### src/rtl/move_input_encoder_pkg.sv
// Shared move-code and FSM-state definitions for the move input encoder.
// The GO_* codes are also decoded by the game FSM and the board logic.
package move_input_encoder_pkg;

    localparam logic [2:0] GO_NONE  = 3'b000;
    localparam logic [2:0] GO_UP    = 3'b001;
    localparam logic [2:0] GO_DOWN  = 3'b010;
    localparam logic [2:0] GO_LEFT  = 3'b011;
    localparam logic [2:0] GO_RIGHT = 3'b100;

    // Bit positions of each button inside btn_n / btn_level.
    localparam int BTN_UP    = 3;
    localparam int BTN_DOWN  = 2;
    localparam int BTN_LEFT  = 1;
    localparam int BTN_RIGHT = 0;

    typedef enum logic [1:0] {
        ST_IDLE = 2'd0,
        ST_EMIT = 2'd1,
        ST_HOLD = 2'd2
    } enc_state_t;

endpackage

### src/rtl/move_input_encoder_button_debounce.sv
// One push-button channel: two-flop synchroniser on the inverted raw input,
// followed by a counter that only accepts a new level after it has been
// seen unchanged for DEBOUNCE_CYCLES consecutive cycles.
module move_input_encoder_button_debounce #(
    parameter int DEBOUNCE_CYCLES = 500000,
    parameter int CNT_W           = 19
) (
    input  logic clk,
    input  logic reset,
    input  logic i_btn_n,
    output logic o_level
);

    localparam logic [CNT_W-1:0] CNT_LAST = CNT_W'(DEBOUNCE_CYCLES - 1);
    localparam logic [CNT_W-1:0] CNT_ONE  = CNT_W'(1);

    logic             r_sync1;
    logic             r_sync2;
    logic             r_stable;
    logic [CNT_W-1:0] r_cnt;

    // Bring the active-high button level into the clk domain.
    always_ff @(posedge clk) begin
        if (reset) begin
            r_sync1 <= 1'b0;
            r_sync2 <= 1'b0;
        end else begin
            r_sync1 <= ~i_btn_n;
            r_sync2 <= r_sync1;
        end
    end

    // Count consecutive disagreeing samples; any bounce back restarts the count,
    // and the counter never exceeds CNT_LAST so it cannot wrap.
    always_ff @(posedge clk) begin
        if (reset) begin
            r_stable <= 1'b0;
            r_cnt    <= '0;
        end else if (r_sync2 == r_stable) begin
            r_cnt <= '0;
        end else if (r_cnt == CNT_LAST) begin
            r_stable <= r_sync2;
            r_cnt    <= '0;
        end else begin
            r_cnt <= r_cnt + CNT_ONE;
        end
    end

    assign o_level = r_stable;

endmodule

### src/rtl/move_input_encoder.sv
// Move input encoder: debounces four active-low buttons and turns each new
// press into a single-cycle 3-bit move code, then waits for a full release.
//
//   state | meaning
//   ------+-----------------------------------------------------------
//   IDLE  | all buttons released; waiting for a debounced press
//   EMIT  | go carries the latched move code for this one cycle
//   HOLD  | press consumed (or swallowed while disabled); wait for release
module move_input_encoder
    import move_input_encoder_pkg::*;
#(
    parameter int DEBOUNCE_CYCLES = 500000,
    parameter int CNT_W           = 19
) (
    input  logic       clk,
    input  logic       reset,
    input  logic       enable,
    input  logic [3:0] btn_n,
    output logic [2:0] go,
    output logic [3:0] btn_level
);

    logic [3:0] w_level;
    logic       w_pressed;
    logic [2:0] w_code;

    enc_state_t r_state;
    logic [2:0] r_go;

    for (genvar g = 0; g < 4; g++) begin : g_btn
        move_input_encoder_button_debounce #(
            .DEBOUNCE_CYCLES (DEBOUNCE_CYCLES),
            .CNT_W           (CNT_W)
        ) u_debounce (
            .clk     (clk),
            .reset   (reset),
            .i_btn_n (btn_n[g]),
            .o_level (w_level[g])
        );
    end

    assign w_pressed = |w_level;

    // Priority encode the debounced levels: up > down > left > right.
    always_comb begin
        w_code = GO_NONE;
        if (w_level[BTN_UP]) begin
            w_code = GO_UP;
        end else if (w_level[BTN_DOWN]) begin
            w_code = GO_DOWN;
        end else if (w_level[BTN_LEFT]) begin
            w_code = GO_LEFT;
        end else if (w_level[BTN_RIGHT]) begin
            w_code = GO_RIGHT;
        end
    end

    // Press/release sequencer; go is loaded on entry to EMIT so it is high
    // exactly while the FSM sits in EMIT, and a late enable drop cannot cancel it.
    always_ff @(posedge clk) begin
        if (reset) begin
            r_state <= ST_IDLE;
            r_go    <= GO_NONE;
        end else begin
            case (r_state)
                ST_IDLE: begin
                    r_go <= GO_NONE;
                    if (w_pressed) begin
                        if (enable) begin
                            r_go    <= w_code;
                            r_state <= ST_EMIT;
                        end else begin
                            r_state <= ST_HOLD;
                        end
                    end
                end
                ST_EMIT: begin
                    r_go    <= GO_NONE;
                    r_state <= ST_HOLD;
                end
                ST_HOLD: begin
                    r_go <= GO_NONE;
                    if (!w_pressed) begin
                        r_state <= ST_IDLE;
                    end
                end
                default: begin
                    r_go    <= GO_NONE;
                    r_state <= ST_IDLE;
                end
            endcase
        end
    end

    assign go        = r_go;
    assign btn_level = w_level;

endmodule

### config.mk
export PLATFORM = sky130hd
export DESIGN_NAME = move_input_encoder
export DESIGN_NICKNAME = d
export VERILOG_FILES = /design/src/rtl/move_input_encoder_pkg.sv /design/src/rtl/move_input_encoder_button_debounce.sv /design/src/rtl/move_input_encoder.sv
export SDC_FILE = /design/constraint.sdc
export NUM_CORES = 1
export LEC_CHECK = 0
export BUFFER_PORTS_ARGS = -buffer_cell sky130_fd_sc_hd__buf_2
export CAP_MARGIN = 10
export CORE_MARGIN = 4
export CORE_UTILIZATION = 45
export DETAILED_ROUTE_END_ITERATION = 8
export SYNTH_ARGS = -nofsm -noshare
export SYNTH_HDL_FRONTEND = slang
export SYNTH_HIERARCHICAL = 1
export SYNTH_SLANG_ARGS = --single-unit
export TNS_END_PERCENT = 30
### constraint.sdc
create_clock -name clk -period 4.3 [get_ports clk]
set_input_delay 1.29 -clock clk [delete_from_list [all_inputs] [get_ports clk]]
set_output_delay 1.29 -clock clk [all_outputs]
set_load 0.05 [all_outputs]
======== Yosys cells after proc, flatten, opt, wreduce, memory -nomap -nowiden ========
Cells that the tools add are included.
storage, ports and cells
  bits in registers ....................... 93
  logic and storage cells ................. 69
  output and inout bits ................... 7
  bits of input ports ..................... 7
operators by class
  eq/ne operators ......................... 12
  add/sub/neg operators ................... 4
  mux-type cells .......................... 8
  bitwise logic cells ..................... 11
  reductions and logical operators ........ 14
operator list
  kind                                            count
  adder 19 x 1 -> 19 bit (second input constant)  4
  == test 19 bit (second input constant)          4
  OR reduction 3 bit                              4
  NOT 1 bit                                       11
  two-way mux 2 bit                               5
  AND reduction 2 bit                             5
  OR reduction 4 bit                              2
  OR reduction 7 bit                              1
  one-hot mux 2 bit (3 select lines)              1
  OR reduction 5 bit                              1
  == test 1 bit                                   4
  != test 2 bit (second input constant)           2
  two-way mux 3 bit                               1
  == test 2 x 1 -> 1 bit (second input constant)  1
  == test 2 bit (second input constant)           1
  zero test 2 bit                                 1
  two-way mux 1 bit                               1

======== Longest topological paths before layout ========
  depth after elaboration ................. 4
  mapped depth ............................ 5
  depth with buffers taken out ............ 5

======== Modules after synthesis ========
Netlist, hierarchy kept.
modules (own cells, without submodules)
  module                                                        seq. area each (sq um)  instances  cells an instance  area an instance (sq um)
  move_input_encoder_button_debounce (g_btn[0].u_debounce ...)  440.4                   3          109                982.2
  move_input_encoder_button_debounce (g_btn[1].u_debounce)      440.4                   1          108                982.2
  move_input_encoder                                            100.1                   1          18                 192.7

======== Least setup slack after synthesis ========
No wires, ideal clock.
  path kind ............................... input to register
  start point ............................. input port reset
  end point ............................... register r_go[2], in the netlist go[2]
  arrival time ............................ 2011 ps
  data required time ...................... 4210 ps
  stages on the path ...................... 2
  setup time .............................. 90 ps
  path slack .............................. 2200 ps
  buffers on the path ..................... 0
  cell sequence ........................... or4b_4 nor4b_2
on the way
  word-level cells in the longest chain between the ends .. 1
RTL lines
  item                                 RTL line                  source
  start: declaration                   move_input_encoder.sv:16  input logic reset,
  OR reduction 7 bit (no source line)  -
  end signal: assignment               move_input_encoder.sv:70  r_go <= w_code;
  end: declaration                     move_input_encoder.sv:28  logic [2:0] r_go;
No other way between the ends.
A chain may end at the register's enable or synchronous reset.

======== Worst setup path after layout ========
  start point ............................. register g_btn[3].u_debounce.r_stable
  end point ............................... output port btn_level[3]
RTL lines
  item                      RTL line                                  source
  start: declaration        move_input_encoder_button_debounce.sv:19  logic r_stable;
  start signal: assignment  move_input_encoder_button_debounce.sv:42  r_stable <= r_sync2;
  end: declaration          move_input_encoder.sv:20                  output logic [3:0] btn_level
No word-level cell between the ends.

==> impl_results.md <==
- Status: finished clean
- Worst path bufs/invs: 1
- DRT iter0 DRCs: 78
- Max_cap viols: 0
- Reg clk slew, reported paths: 90 ps
- Final hold vios: 0
- Total leakage power: 1.303 nW
- Gr busiest metal: met2
- Crit-path max FO: 7
- PD cells: 320.1 nW/um^2
- Setup repair bufs after CTS: 0
- Mapped Nets: 464
- CTS Hold Bufs: 0
- Placed Area: 4302 sq um
- Via/cell ratio: 5.490
- Post-synthesis sequential area ratio: 0.4517
- Post-synth EDFFs: 0
- Synth Warn #: 6
- Main synth FF type: dfxtp_1
- CP Launch Type: flip-flop
- Final worst setup slack: 1830 ps
- Setup-failing EPs final: 0
- CP endpoint kind: output port
- Total net switching power: 0.3409 mW
- Remaining antenna violation count after routing: 0
- Die H: 103.7 microns
- Proportion of layout cells with a drive suffix above 1: 0.1004
- 1st-pass router iterations: 4
- Gate power share: 0.014
- Synthesized flop and latch total: 93
- Sequential Power Share: 0.605
- GRT met1 Usage: 0.1971
- Num rows: 34
- Sinks on Clock Net: 93
- H-tree Lvls: 3
- Sw frac: 0.2377
- Most common cell after layout, fill and taps aside: dfxtp_1
- Clk Latency, worst-skew pair: 370 ps
- Cell area after synthesis: 4121 sq um
- Clock buffer depth: 2
- Post-route cell area: 4481 sq um
- Residual DRC: 0
- Crit Path Class: flip-flop to output port
- Commonest non-fill, non-tap cells in the layout: 93 x dfxtp_1, 78 x nor2_1, 35 x nand3_1, 35 x xnor2_1, 24 x nand4_1
- Mux cell area share after synthesis: 0.009715
- Mapped Cells: 453
- Synth cell types: 36
- Initial antenna violation count: 0
- Top cell family by delay on the critical path: flip-flops
- Die Width: 103.7 microns
- CP max stage delay: 490 ps
- Final GP Congestion: 0.7607
- Dpl hpwl: 5545 microns
- IO Port Bufs: 13
- Max-slew headroom: 0.6009
- Nets@finish: 484
- Clock root cell: clkbuf_8
- First-pass GRT wire length: 13790 microns
- Largest family of logic cells by synthesized area: simple AND/OR/NAND/NOR gates
- Ports: 14
- Tmin final: 2470 ps
- Place WS: 1898 ps
- Diode count: 0
- Layout Cells excl Fill: 586
- Final Max Tran Viols: 0
- Area fraction in compound gates after synthesis: 0.06102
- VDD IR-drop max: 131.7 uV
- Met3 Use GR: 0.03109
- Worst path cell trace: buf_2
- Worst EP required: 3010 ps
- Core area: 8806 sq um
- Adder-Cell Fraction of Synth Area: 0.01214
- Clock power frac: 0.381
- Mapped Avg Cell Area: 9.098 sq um
- Hold crit path type: flip-flop to flip-flop
- Vias in the first global route: 3010
- Routed via count: 3217
- Final setup TNS: 0 ps
- Layout Skew: 13.92 ps
- Period utilization: 0.5744
- Critical path arrival: 1180 ps
- Total gr overflow: 0
- Met2 GRT Util: 0.2463
- Xor and xnor area share after synthesis: 0.1190
- Largest net degree at the start of global routing: 24
- Fmax: 0.4049 GHz
- Crit-path slowest cell: dfxtp_1
- DR WL/cell: 13.55 microns
- Ys async rst share: 0
- P&R area growth vs syn: 8.713%
- Worst-margin pin slew: 593.2 ps
- Placed Instances: 570
- Num CTS Buffers: 9
- Die ar.: 10750 sq um
- Pint: 1.093 mW
- Post_cts resized: 0
- RSZ-0062 raised after global routing: false
- TritonCTS clock tree: built
- All-Layer GR Usage: 0.1509
- Starting density of the core: 0.4680
- Final wirelength: 7942 microns
- Simple-Gate Fraction of Synth Area: 0.3315
## power groups by stage
stage	Clock [mW]	Combinational (mW)	Sequential (mW)
finish	0.546	0.0202	0.867
global route	0.601	0.0229	0.868
CTS	0.568	0.0207	0.868
detailed placement	0	0.0207	0.888
global placement	0	0.0203	0.887
floorplan	0	0.0130	0.887
## synth_stat cells (5+ instances only)
cell type / instances / area share
o21ai_0: 7 / 0.0085
a21oi_1: 17 / 0.021
nand3_1: 35 / 0.043
nor4_1: 9 / 0.014
nor3_1: 8 / 0.0097
or3_1: 7 / 0.011
xnor2_1: 35 / 0.074
and4_1: 8 / 0.017
or4_1: 9 / 0.016
or3b_2: 5 / 0.011
o31ai_1: 5 / 0.0091
nor2_1: 78 / 0.071
xor2_1: 21 / 0.045
nand2b_1: 5 / 0.0076
inv_1: 11 / 0.010
nand2_1: 15 / 0.014
and2_1: 8 / 0.012
nand4_1: 24 / 0.036
dfxtp_1: 93 / 0.45
## sequential cells by signal, summed over array words and instances (netlist names)
register                  flops
g_btn.u_debounce/r_sync1      4
g_btn.u_debounce/r_cnt       76
g_btn.u_debounce/o_level      4
go                            3
r_state                       2
g_btn.u_debounce/r_sync2      4
## per-layer routing
metal,up-vias,wire [microns]
met2,32,3747
li1,1647,-
met4,0,96
met3,9,235
met5,-,0
met1,1529,3862
## stage by stage
step	util	power [mW]	hold WS (ps)
final	0.5088	1.434	441.5
after global routing	0.5088	1.492	464.2
after CTS	0.5088	1.457	450.3
after detailed placement	0.4885	0.9084	434.7
after global placement	0.4885	0.9077	418.2
after floorplan	-	0.9000	413.8
## path summary, 6_finish.rpt
kind | from | to | slack [ps] | cells after the start
worst max-delay path | g_btn[3].u_debounce/o_level | btn_level[3] | 1830 | 1
worst min-delay path | g_btn[1].u_debounce/r_sync1 | g_btn[1].u_debounce/r_sync2 | 440 | 1
worst max register to register | g_btn[3].u_debounce/r_cnt[5] | g_btn[3].u_debounce/r_cnt[16] | 2200 | 4
worst min register to register | g_btn[1].u_debounce/r_sync1 | g_btn[1].u_debounce/r_sync2 | 440 | 1
## logic make-up after synthesis
| family | after synthesis |
|---|---|
| multiplexers | 4 |
| XOR/XNOR | 56 |
| flip-flops | 93 |
| AND/OR/NAND/NOR | 243 |
| AO/OA/AOI/OAI | 38 |
| buffers and inverters | 15 |
| adder cells (fa/ha/maj) | 4 |
## area by class of cell
class / instances / area, sq um
Fill cell: 825 / 4325
Multi-Input combinational cell: 345 / 2198
Sequential cell: 93 / 1862
Tap cell: 108 / 135.1
Clock buffer: 10 / 127.6
Timing Repair Buffer: 13 / 65.06
Clock inverter: 6 / 51.30
Inverter: 11 / 41.29
Note: power is estimated with default switching activity, not from simulation.
